`config.mk`:
```
export PLATFORM = sky130hd
export DESIGN_NAME = wfq_ftime_scanner
export DESIGN_NICKNAME = d
export VERILOG_FILES = /design/src/rtl/wfq_ftime_scanner.sv
export SDC_FILE = /design/constraint.sdc
export NUM_CORES = 1
export LEC_CHECK = 0
export CORE_ASPECT_RATIO = 1.1
export CORE_MARGIN = 10
export CORE_UTILIZATION = 45
export DETAILED_ROUTE_END_ITERATION = 10
export GPL_TIMING_DRIVEN = 1
export HOLD_SLACK_MARGIN = 0.12
export PLACE_DENSITY_LB_ADDON = 0.12
export SLEW_MARGIN = 5
export SYNTH_ARGS = -nofsm -noshare
export SYNTH_HDL_FRONTEND = slang
export SYNTH_SLANG_ARGS = --single-unit
```
`constraint.sdc`:
```
create_clock -name clk -period 3 [get_ports clk]
set_input_delay 0.6 -clock clk [delete_from_list [all_inputs] [get_ports clk]]
set_output_delay 0.6 -clock clk [all_outputs]
set_load 0.01 [all_outputs]
```
`src/rtl/wfq_ftime_scanner.sv`:
```
// rtl/wfq_ftime_scanner.sv - WFQ finish-time RAM minimum scanner with optional pop
//
// Purpose:
//   Sweeps entries 0..L-1 of the finish-time RAM through its registered read
//   port and reports the entry holding the smallest non-zero finish time.
//   A zero finish time marks an empty slot. Optionally clears the winning
//   entry through the RAM write port so the flow is dequeued.
//
// Ports:
//   clk, rst_n          clock, asynchronous active-low reset
//   start               one-cycle scan request, honoured only while busy=0
//   scan_len [N:0]      number of entries to scan (clamped to 2**N)
//   pop_en              clear the winning entry at the end of the scan
//   r_addr   [N-1:0]    RAM read address (registered)
//   rd_data  [N+2:0]    RAM dout, valid the cycle after r_addr is captured
//   we, w_addr, wdata   RAM write port (wdata is always 0)
//   busy                high from the cycle after start until the done cycle
//   done                one-cycle pulse, results valid on this cycle
//   found, min_addr, min_ftime   scan result, held until the next start

module wfq_ftime_scanner #(
  parameter int N = 13
) (
  input  logic         clk,
  input  logic         rst_n,
  input  logic         start,
  input  logic [N:0]   scan_len,
  input  logic         pop_en,
  output logic [N-1:0] r_addr,
  input  logic [N+2:0] rd_data,
  output logic         we,
  output logic [N-1:0] w_addr,
  output logic [N+2:0] wdata,
  output logic         busy,
  output logic         done,
  output logic         found,
  output logic [N-1:0] min_addr,
  output logic [N+2:0] min_ftime
);

  localparam logic [N:0] DEPTH = {1'b1, {N{1'b0}}};
  localparam logic [N:0] ONE   = {{N{1'b0}}, 1'b1};

  typedef enum logic [1:0] {
    IDLE  = 2'd0,
    SCAN  = 2'd1,
    DRAIN = 2'd2,
    FIN   = 2'd3
  } state_t;

  state_t state;
  state_t state_next;

  logic [N:0]   len_c;       // clamped scan length
  logic [N:0]   last_idx;    // index of the last address to issue
  logic [N:0]   cnt;         // next address to issue; N+1 bits so 2**N fits
  logic         pop_q;
  logic         accept;
  logic         issue;
  logic         v1;          // address on r_addr is a real scan address
  logic         v2;          // rd_data holds a real scan entry
  logic [N-1:0] cmp_addr;    // address whose data is on rd_data now
  logic         upd;
  logic         found_nx;
  logic [N-1:0] addr_nx;

  assign wdata = '0;

  // busy is 0 only in IDLE outside the trailing done cycle
  assign accept = start && !busy && (state == IDLE);
  assign len_c  = (scan_len > DEPTH) ? DEPTH : scan_len;

  // New minimum: strict less-than keeps the lowest address on ties
  assign upd = v2 && (rd_data != '0) && (!found || (rd_data < min_ftime));
  assign found_nx = upd ? 1'b1 : found;
  assign addr_nx  = upd ? cmp_addr : min_addr;

  always_ff @(posedge clk or negedge rst_n) begin
    if (!rst_n) begin
      state <= IDLE;
    end else begin
      state <= state_next;
    end
  end

  // Address 0 is issued on the accepting edge itself, so SCAN covers
  // addresses 1..L-1; a one-entry scan goes straight to DRAIN.
  always_comb begin
    state_next = state;
    issue      = 1'b0;
    case (state)
      IDLE: begin
        if (accept) begin
          if (len_c == '0) begin
            state_next = FIN;
          end else if (len_c == ONE) begin
            state_next = DRAIN;
            issue      = 1'b1;
          end else begin
            state_next = SCAN;
            issue      = 1'b1;
          end
        end
      end
      SCAN: begin
        issue = 1'b1;
        if (cnt == last_idx) begin
          state_next = DRAIN;
        end
      end
      DRAIN: begin
        state_next = FIN;
      end
      FIN: begin
        state_next = IDLE;
      end
      default: begin
        state_next = IDLE;
      end
    endcase
  end

  // Address issue and compare pipeline
  always_ff @(posedge clk or negedge rst_n) begin
    if (!rst_n) begin
      r_addr   <= '0;
      cnt      <= '0;
      last_idx <= '0;
      pop_q    <= 1'b0;
      v1       <= 1'b0;
      v2       <= 1'b0;
      cmp_addr <= '0;
    end else begin
      v1       <= issue;
      v2       <= v1;
      cmp_addr <= r_addr;
      if (accept) begin
        r_addr   <= '0;
        cnt      <= ONE;
        last_idx <= len_c - ONE;
        pop_q    <= pop_en;
      end else if (state == SCAN) begin
        r_addr <= cnt[N-1:0];
        cnt    <= cnt + ONE;
      end else begin
        // Wraps back to 0 once the last address has been issued
        r_addr <= '0;
      end
    end
  end

  // Results, handshake and pop write
  always_ff @(posedge clk or negedge rst_n) begin
    if (!rst_n) begin
      busy      <= 1'b0;
      done      <= 1'b0;
      found     <= 1'b0;
      min_addr  <= '0;
      min_ftime <= '0;
      we        <= 1'b0;
      w_addr    <= '0;
    end else begin
      // The final entry is compared on the FIN edge, so done and we are
      // raised on that same edge using the post-compare winner.
      done <= (state == FIN);
      if (accept) begin
        busy <= 1'b1;
      end else if (done) begin
        busy <= 1'b0;
      end

      if (accept) begin
        found     <= 1'b0;
        min_addr  <= '0;
        min_ftime <= '0;
      end else if (upd) begin
        found     <= 1'b1;
        min_addr  <= cmp_addr;
        min_ftime <= rd_data;
      end

      if ((state == FIN) && pop_q && found_nx) begin
        we     <= 1'b1;
        w_addr <= addr_nx;
      end else begin
        we     <= 1'b0;
        w_addr <= '0;
      end
    end
  end

endmodule

```
==> results.json, run 1 <==
{
  "ys_ff_latch": 105,
  "p_total_mw": 5.18,
  "clk_root_buffer_cell": "clkbuf_16",
  "ys_async_sr_fraction_pct": 100,
  "grt_pass1_wl_um": 18700,
  "worstSkewPairLatency_ps": 340,
  "synthCells": 513,
  "grt_usage_pct": 13.8,
  "cts_inserted_buffers": 9,
  "vdd_drop_max_v": 0.000439,
  "tightestPinTransition_ps": 718,
  "finalMaxSlewViolations": 0,
  "startpoint_type": "primary input",
  "dpl.hpwl_um": 8480,
  "clock-sinks": 105,
  "synth_flop_cell": "dfrtp_1",
  "yosys.area.top_type_share_pct": 50.4,
  "antenna_found_initial": 0,
  "status": "finished clean",
  "grt_max_degree": 59,
  "drtIter0Drc": 275,
  "tns_ps": 0,
  "fin_crit_sh_pct": 85.6,
  "dieWidth_um": 123,
  "syn_to_final_growth_pct": 25.8,
  "cts-hold-fix-buffers": 0,
  "ys_seq_area_share_pct": 50.4,
  "routabilityCongestion": 0.866,
  "ys_warn_count": 0,
  "setup_violations": 0,
  "syn_area_per_cell_sq_um": 10.2,
  "slowest_delay_ps": 440,
  "vias": 3775,
  "ctsResizeCount": 0,
  "path_buf_inv": 2,
  "htree_num_levels": 3,
  "clkTransAtPathRegs_ps": 70,
  "synth_area_leader_cell": "dfrtp_1",
  "crit_path_end_kind": "flip-flop",
  "cts_setup_buffers": 0,
  "final_cell_mix": "113 x nand2_1, 105 x dfrtp_1, 91 x clkdlybuf4s50_1",
  "coreArea_sq_mm": 0.0114,
  "start_util_pct": 45.8,
  "required_ps": 3260,
  "drt_pass1_iterations": 4,
  "hold_path.class": "in2async",
  "drive_above_1_share_pct": 6.70,
  "cts_tree": "done",
  "die_h_um": 133,
  "fp.dieArea_sq_mm": 0.0163,
  "vias_per_cell": 4.95,
  "synthTopCellsByArea": "dfrtp_1 50%, mux2i_1 8.4%, nand2_1 8.1%",
  "final_common_cell": "nand2_1",
  "p_leak_nw": 3.06,
  "finalHoldViolations": 0,
  "nets": 663,
  "antenna_cells": 0,
  "min_period_ps": 2570,
  "grt_pass1_vias": 3831,
  "core.rowCount": 41,
  "ys_types": 47,
  "overflow": 0,
  "netlist_area_sq_mm": 0.00522,
  "antenna_left": 0,
  "critPathTopFamily": "compound AO/OA/AOI/OAI gates",
  "slew_headroom_pct": 52.1,
  "max_freq_mhz": 389,
  "wl_per_cell_um": 14.7,
  "crit_chain": "clkdlybuf4s50_1, ha_1, a211o_1, a31oi_1, o31ai_1, a221oi_4, buf_12, mux2i_1",
  "cts_max_path_buffers": 2,
  "cpMaxStageDelayCell": "clkdlybuf4s50_1",
  "rsz0062_at_grt": "false",
  "worstPathMaxFanout": 34,
  "drc": 0,
  "drv_cap": 0,
  "io_pins": 109,
  "synth_edf_count": 0,
  "totalWireLength_um": 11200,
  "path_class": "in2reg",
  "worst_hold_slack_ps": 315,
  "io_buffer_count": 92,
  "cp.arrival_ps": 2830,
  "powerDensity_mw_per_mm2": 789,
  "finalClockSkew_ps": 5.81
}
[cell usage after synthesis, types with 2 or more instances]
library cell	instances
inv_1	23
o31ai_1	4
clkbuf_1	15
xor2_1	24
a31oi_1	4
o41ai_1	2
buf_4	16
a211o_1	2
nand4_1	5
ha_1	22
nor4_1	5
a21oi_1	10
nor2_1	32
o21ai_0	10
buf_6	4
or3_4	2
and3_1	18
o211ai_1	3
dfrtp_1	105
nand2_1	113
buf_2	2
nand3_1	8
or4_1	6
nor3_1	3
nand2b_1	3
xnor2_1	8
mux2i_1	44
[metrics by stage]
step / utilization (%) / cells / area [sq um] / setup slack, ps
4_1_cts: 57.6 / 762 / 6570 / 413
3_5_place_dp: 55.1 / 746 / 6280 / 61.7
6_report: 57.6 / 762 / 6570 / 432
2_1_floorplan: - / 528 / 5270 / 671
5_1_grt: 57.6 / 762 / 6570 / 236
3_3_place_gp: 55.1 / 746 / 6280 / 139
[worst paths after layout]
path / start / endpoint / slack, ps / depth (start not counted)
max: rd_data[2] / min_addr[9]$_DFF_PN0_ / 430 / 8
min: rst_n / min_addr[8]$_DFF_PN0_ / 310 / 1
max reg2reg: min_ftime[5]$_DFFE_PN0P_ / min_addr[9]$_DFF_PN0_ / 740 / 8
min reg2reg: r_addr[12]$_DFF_PN0_ / cmp_addr[12]$_DFF_PN0_ / 370 / 0
max in group asynchronous: rst_n / min_ftime[8]$_DFFE_PN0P_ / 1870 / 2
min in group clk: r_addr[12]$_DFF_PN0_ / cmp_addr[12]$_DFF_PN0_ / 370 / 0
[cells by family (layout without fill, tap and decap cells)]
logic type	after synthesis	count (layout)	share of synthesized area, %
AOI/OAI and AO/OA	46	46	6.60
xor gates and xnor gates	32	32	5.37
adders and majority gates	22	22	5.28
buffers and inverters	60	144	6.09
DFF	105	105	50.4
muxes	45	45	8.66
other	1	16	0.0719
and+or+nand+nor	202	202	17.6
[routing by layer]
layer  share of wire [%]  track usage (%)  vias to the layer above
li1                    -                -                     1895
met2                  47             21.9                       80
met5                   0                0                        -
met3                 5.7             3.23                       16
met1                  45             17.9                     1784
met4                 1.8             5.05                        0
[state kept, by name, indices dropped and copies added, names as in the netlist]
name       count
busy           1
cmp_addr      13
cnt           14
done           1
found          1
last_idx      14
min_addr      13
min_ftime     16
pop_q          1
r_addr        13
state          2
v1             1
v2             1
w_addr        13
we             1
[worst reg2reg max path, delay by kind of cell (launching register included)]
family                     cells  cell delay, ps
AOI/OAI and AO/OA              4             890
DFF                            1             400
buffers and inverters          2             360
muxes                          1             250
adders and majority gates      1             300
[report_power, final]
part | internal (mW) | switching (mW) | leakage (nW) | total [mW]
sequential | 1.77 | 0.291 | 1.38 | 2.06
clock | 0.594 | 0.521 | 0.136 | 1.12
combinational | 0.978 | 1.02 | 1.54 | 2.00
[cell type report]
cell class	count	area [sq um]
fill	1002	4820
sequential	105	2630
multi-input combinational	363	2330
timing repair buffer	105	1040
clock buffer	10	239
tap	150	188
inverter	23	86.3
clock inverter	6	50.0
Note: power is estimated with default switching activity, not from simulation.
==> inputs of run 2 (changes only) <==
--- a/config.mk
+++ b/config.mk
@@ -5,8 +5,10 @@
 export SDC_FILE = /design/constraint.sdc
 export NUM_CORES = 1
 export LEC_CHECK = 0
+export ABC_AREA = 0
+export CAP_MARGIN = 15
 export CORE_ASPECT_RATIO = 1.1
-export CORE_MARGIN = 10
+export CORE_MARGIN = 5
 export CORE_UTILIZATION = 45
 export DETAILED_ROUTE_END_ITERATION = 10
 export GPL_TIMING_DRIVEN = 1
==> results.json, run 2 (synthesized netlist as in run 1, its figures left out) <==
{
  "dpl.hpwl_um": 8020,
  "power.internal_mw": 3.45,
  "clk_root_buffer_cell": "clkbuf_16",
  "hold_path.class": "in2async",
  "wl_per_cell_um": 14.0,
  "fill_cells": 995,
  "fp.dieArea_sq_mm": 0.0139,
  "r2r-end": "min_ftime[6]$_DFFE_PN0P_",
  "r2r_cells": 8,
  "cp.arrival_ps": 2860,
  "io_pins": 109,
  "max_freq_mhz": 383,
  "coreArea_sq_mm": 0.0114,
  "top_register": "min_ftime",
  "vias": 3750,
  "antenna_cells": 0,
  "syn_to_final_growth_pct": 26.3,
  "finalHoldViolations": 0,
  "grt_max_degree": 51,
  "p_sw_share_pct": 34.4,
  "status": "finished clean",
  "cts_inserted_buffers": 9,
  "dieWidth_um": 113,
  "vias_per_cell": 4.93,
  "drtIter0Drc": 226,
  "crit_path_end_kind": "flip-flop",
  "largestRegisters": "min_ftime: 16 flops, cnt: 14 flops, last_idx: 14 flops",
  "switchingPower_mw": 1.81,
  "r2r_slack_ps": 700,
  "tightestPinTransition_ps": 596,
  "antenna_left": 0,
  "final_common_cell": "nand2_1",
  "io_buffer_count": 92,
  "start_util_pct": 45.6,
  "r2r-start": "min_ftime[2]$_DFFE_PN0P_",
  "totalWireLength_um": 10600,
  "crit_chain": "clkdlybuf4s50_1, ha_1, a211o_1, a31oi_1, o31ai_1, a221oi_4, buf_12, mux2i_1",
  "worstSkewPairLatency_ps": 330,
  "cts_setup_buffers": 0,
  "cts-hold-fix-buffers": 0,
  "nets": 661,
  "antenna_found_initial": 0,
  "vdd_drop_max_v": 0.000406,
  "routabilityCongestion": 0.897,
  "required_ps": 3250,
  "drv_cap": 0,
  "cts_max_path_buffers": 2,
  "combPwrFrac_pct": 38.1,
  "cts_tree": "done",
  "setup_violations": 0,
  "htree_num_levels": 3,
  "fin_crit_sh_pct": 87.0,
  "p_clk_share_pct": 22.6,
  "path_class": "in2reg",
  "largest_register_ffs": 16,
  "drt_pass1_iterations": 4,
  "final_cell_mix": "113 x nand2_1, 105 x dfrtp_1, 91 x clkdlybuf4s50_1",
  "powerDensity_mw_per_mm2": 797,
  "startpoint_type": "primary input",
  "rsz0062_at_grt": "false",
  "slew_headroom_pct": 59.7,
  "min_period_ps": 2610,
  "grt_usage_pct": 15.9,
  "tns_ps": 0,
  "ctsResizeCount": 0,
  "cpMaxStageDelayCell": "clkdlybuf4s50_1",
  "clkTransAtPathRegs_ps": 70,
  "core.rowCount": 41,
  "slowest_delay_ps": 450,
  "fin_util_pct": 57.6,
  "die_h_um": 123,
  "finalMaxSlewViolations": 0,
  "finalClockSkew_ps": 8.68,
  "grt_pass1_vias": 3687,
  "overflow": 0,
  "clock-sinks": 105,
  "seq_power_share_pct": 39.3,
  "drc": 0,
  "drive_above_1_share_pct": 6.07,
  "worstPathMaxFanout": 35,
  "grt_pass1_wl_um": 18200,
  "p_leak_nw": 3.07
}
-- run 2: worst max path at each step --
stage / endpoint / startpoint / depth (start not counted) / slack (ps)
after floorplan: min_addr[0]$_DFF_PN0_ / rd_data[14] / 7 / 670
after global placement: w_addr[8]$_DFF_PN0_ / rd_data[14] / 8 / 130
after detailed placement: min_ftime[1]$_DFFE_PN0P_ / rd_data[2] / 8 / 50
after CTS: min_ftime[6]$_DFFE_PN0P_ / rd_data[2] / 8 / 390
after global routing: min_ftime[6]$_DFFE_PN0P_ / rd_data[5] / 8 / 270
final: min_ftime[6]$_DFFE_PN0P_ / rd_data[2] / 8 / 390
-- run 2: area by class of cell --
cell class,instances,area [sq um],share of cell area (%)
timing repair buffer,103,1040,15.8
clock buffer,13,260,3.95
multi-input combinational,363,2340,35.5
tap,150,188,2.85
clock inverter,3,47.5,0.722
inverter,23,86.3,1.31
sequential,105,2630,39.9
-- run 2: power by group through the flow --
| stage | clock, mW | sequential (mW) | combinational (mW) |
|---|---|---|---|
| 3_5_place_dp | 0 | 2.10 | 2.03 |
| 3_3_place_gp | 0 | 2.09 | 1.97 |
| 5_1_grt | 1.28 | 2.12 | 2.25 |
| 6_report | 1.19 | 2.06 | 2.00 |
| 2_1_floorplan | 0 | 2.10 | 1.26 |
| 4_1_cts | 1.21 | 2.07 | 2.04 |
-- run 2: per-layer routing --
metal  up-vias  global-route usage [%]  part of all wire [%]
li1       1886                       -                     -
met1      1778                    21.6                    46
met2        80                    26.1                    49
met3         6                    3.18                   4.3
met4         0                    4.51                  0.89
met5         -                       0                     0
-- run 2: stage by stage --
step	cell area (sq um)	worst slack [ps]	cells	hold slack (ps)	power, mW
global placement	6280	135	744	344	4.06
finish	6590	390	760	268	5.25
CTS	6590	388	760	289	5.32
floorplan	5270	671	528	304	3.36
global route	6590	266	760	311	5.65
detailed placement	6280	45.5	744	344	4.13
-- run 2: critical path: cells and delay by family --
kind | cells | cell delay (ps)
adder cells (fa/ha/maj) | 1 | 330
multiplexers | 1 | 230
AO/OA/AOI/OAI | 4 | 950
buffers and inverters | 2 | 740
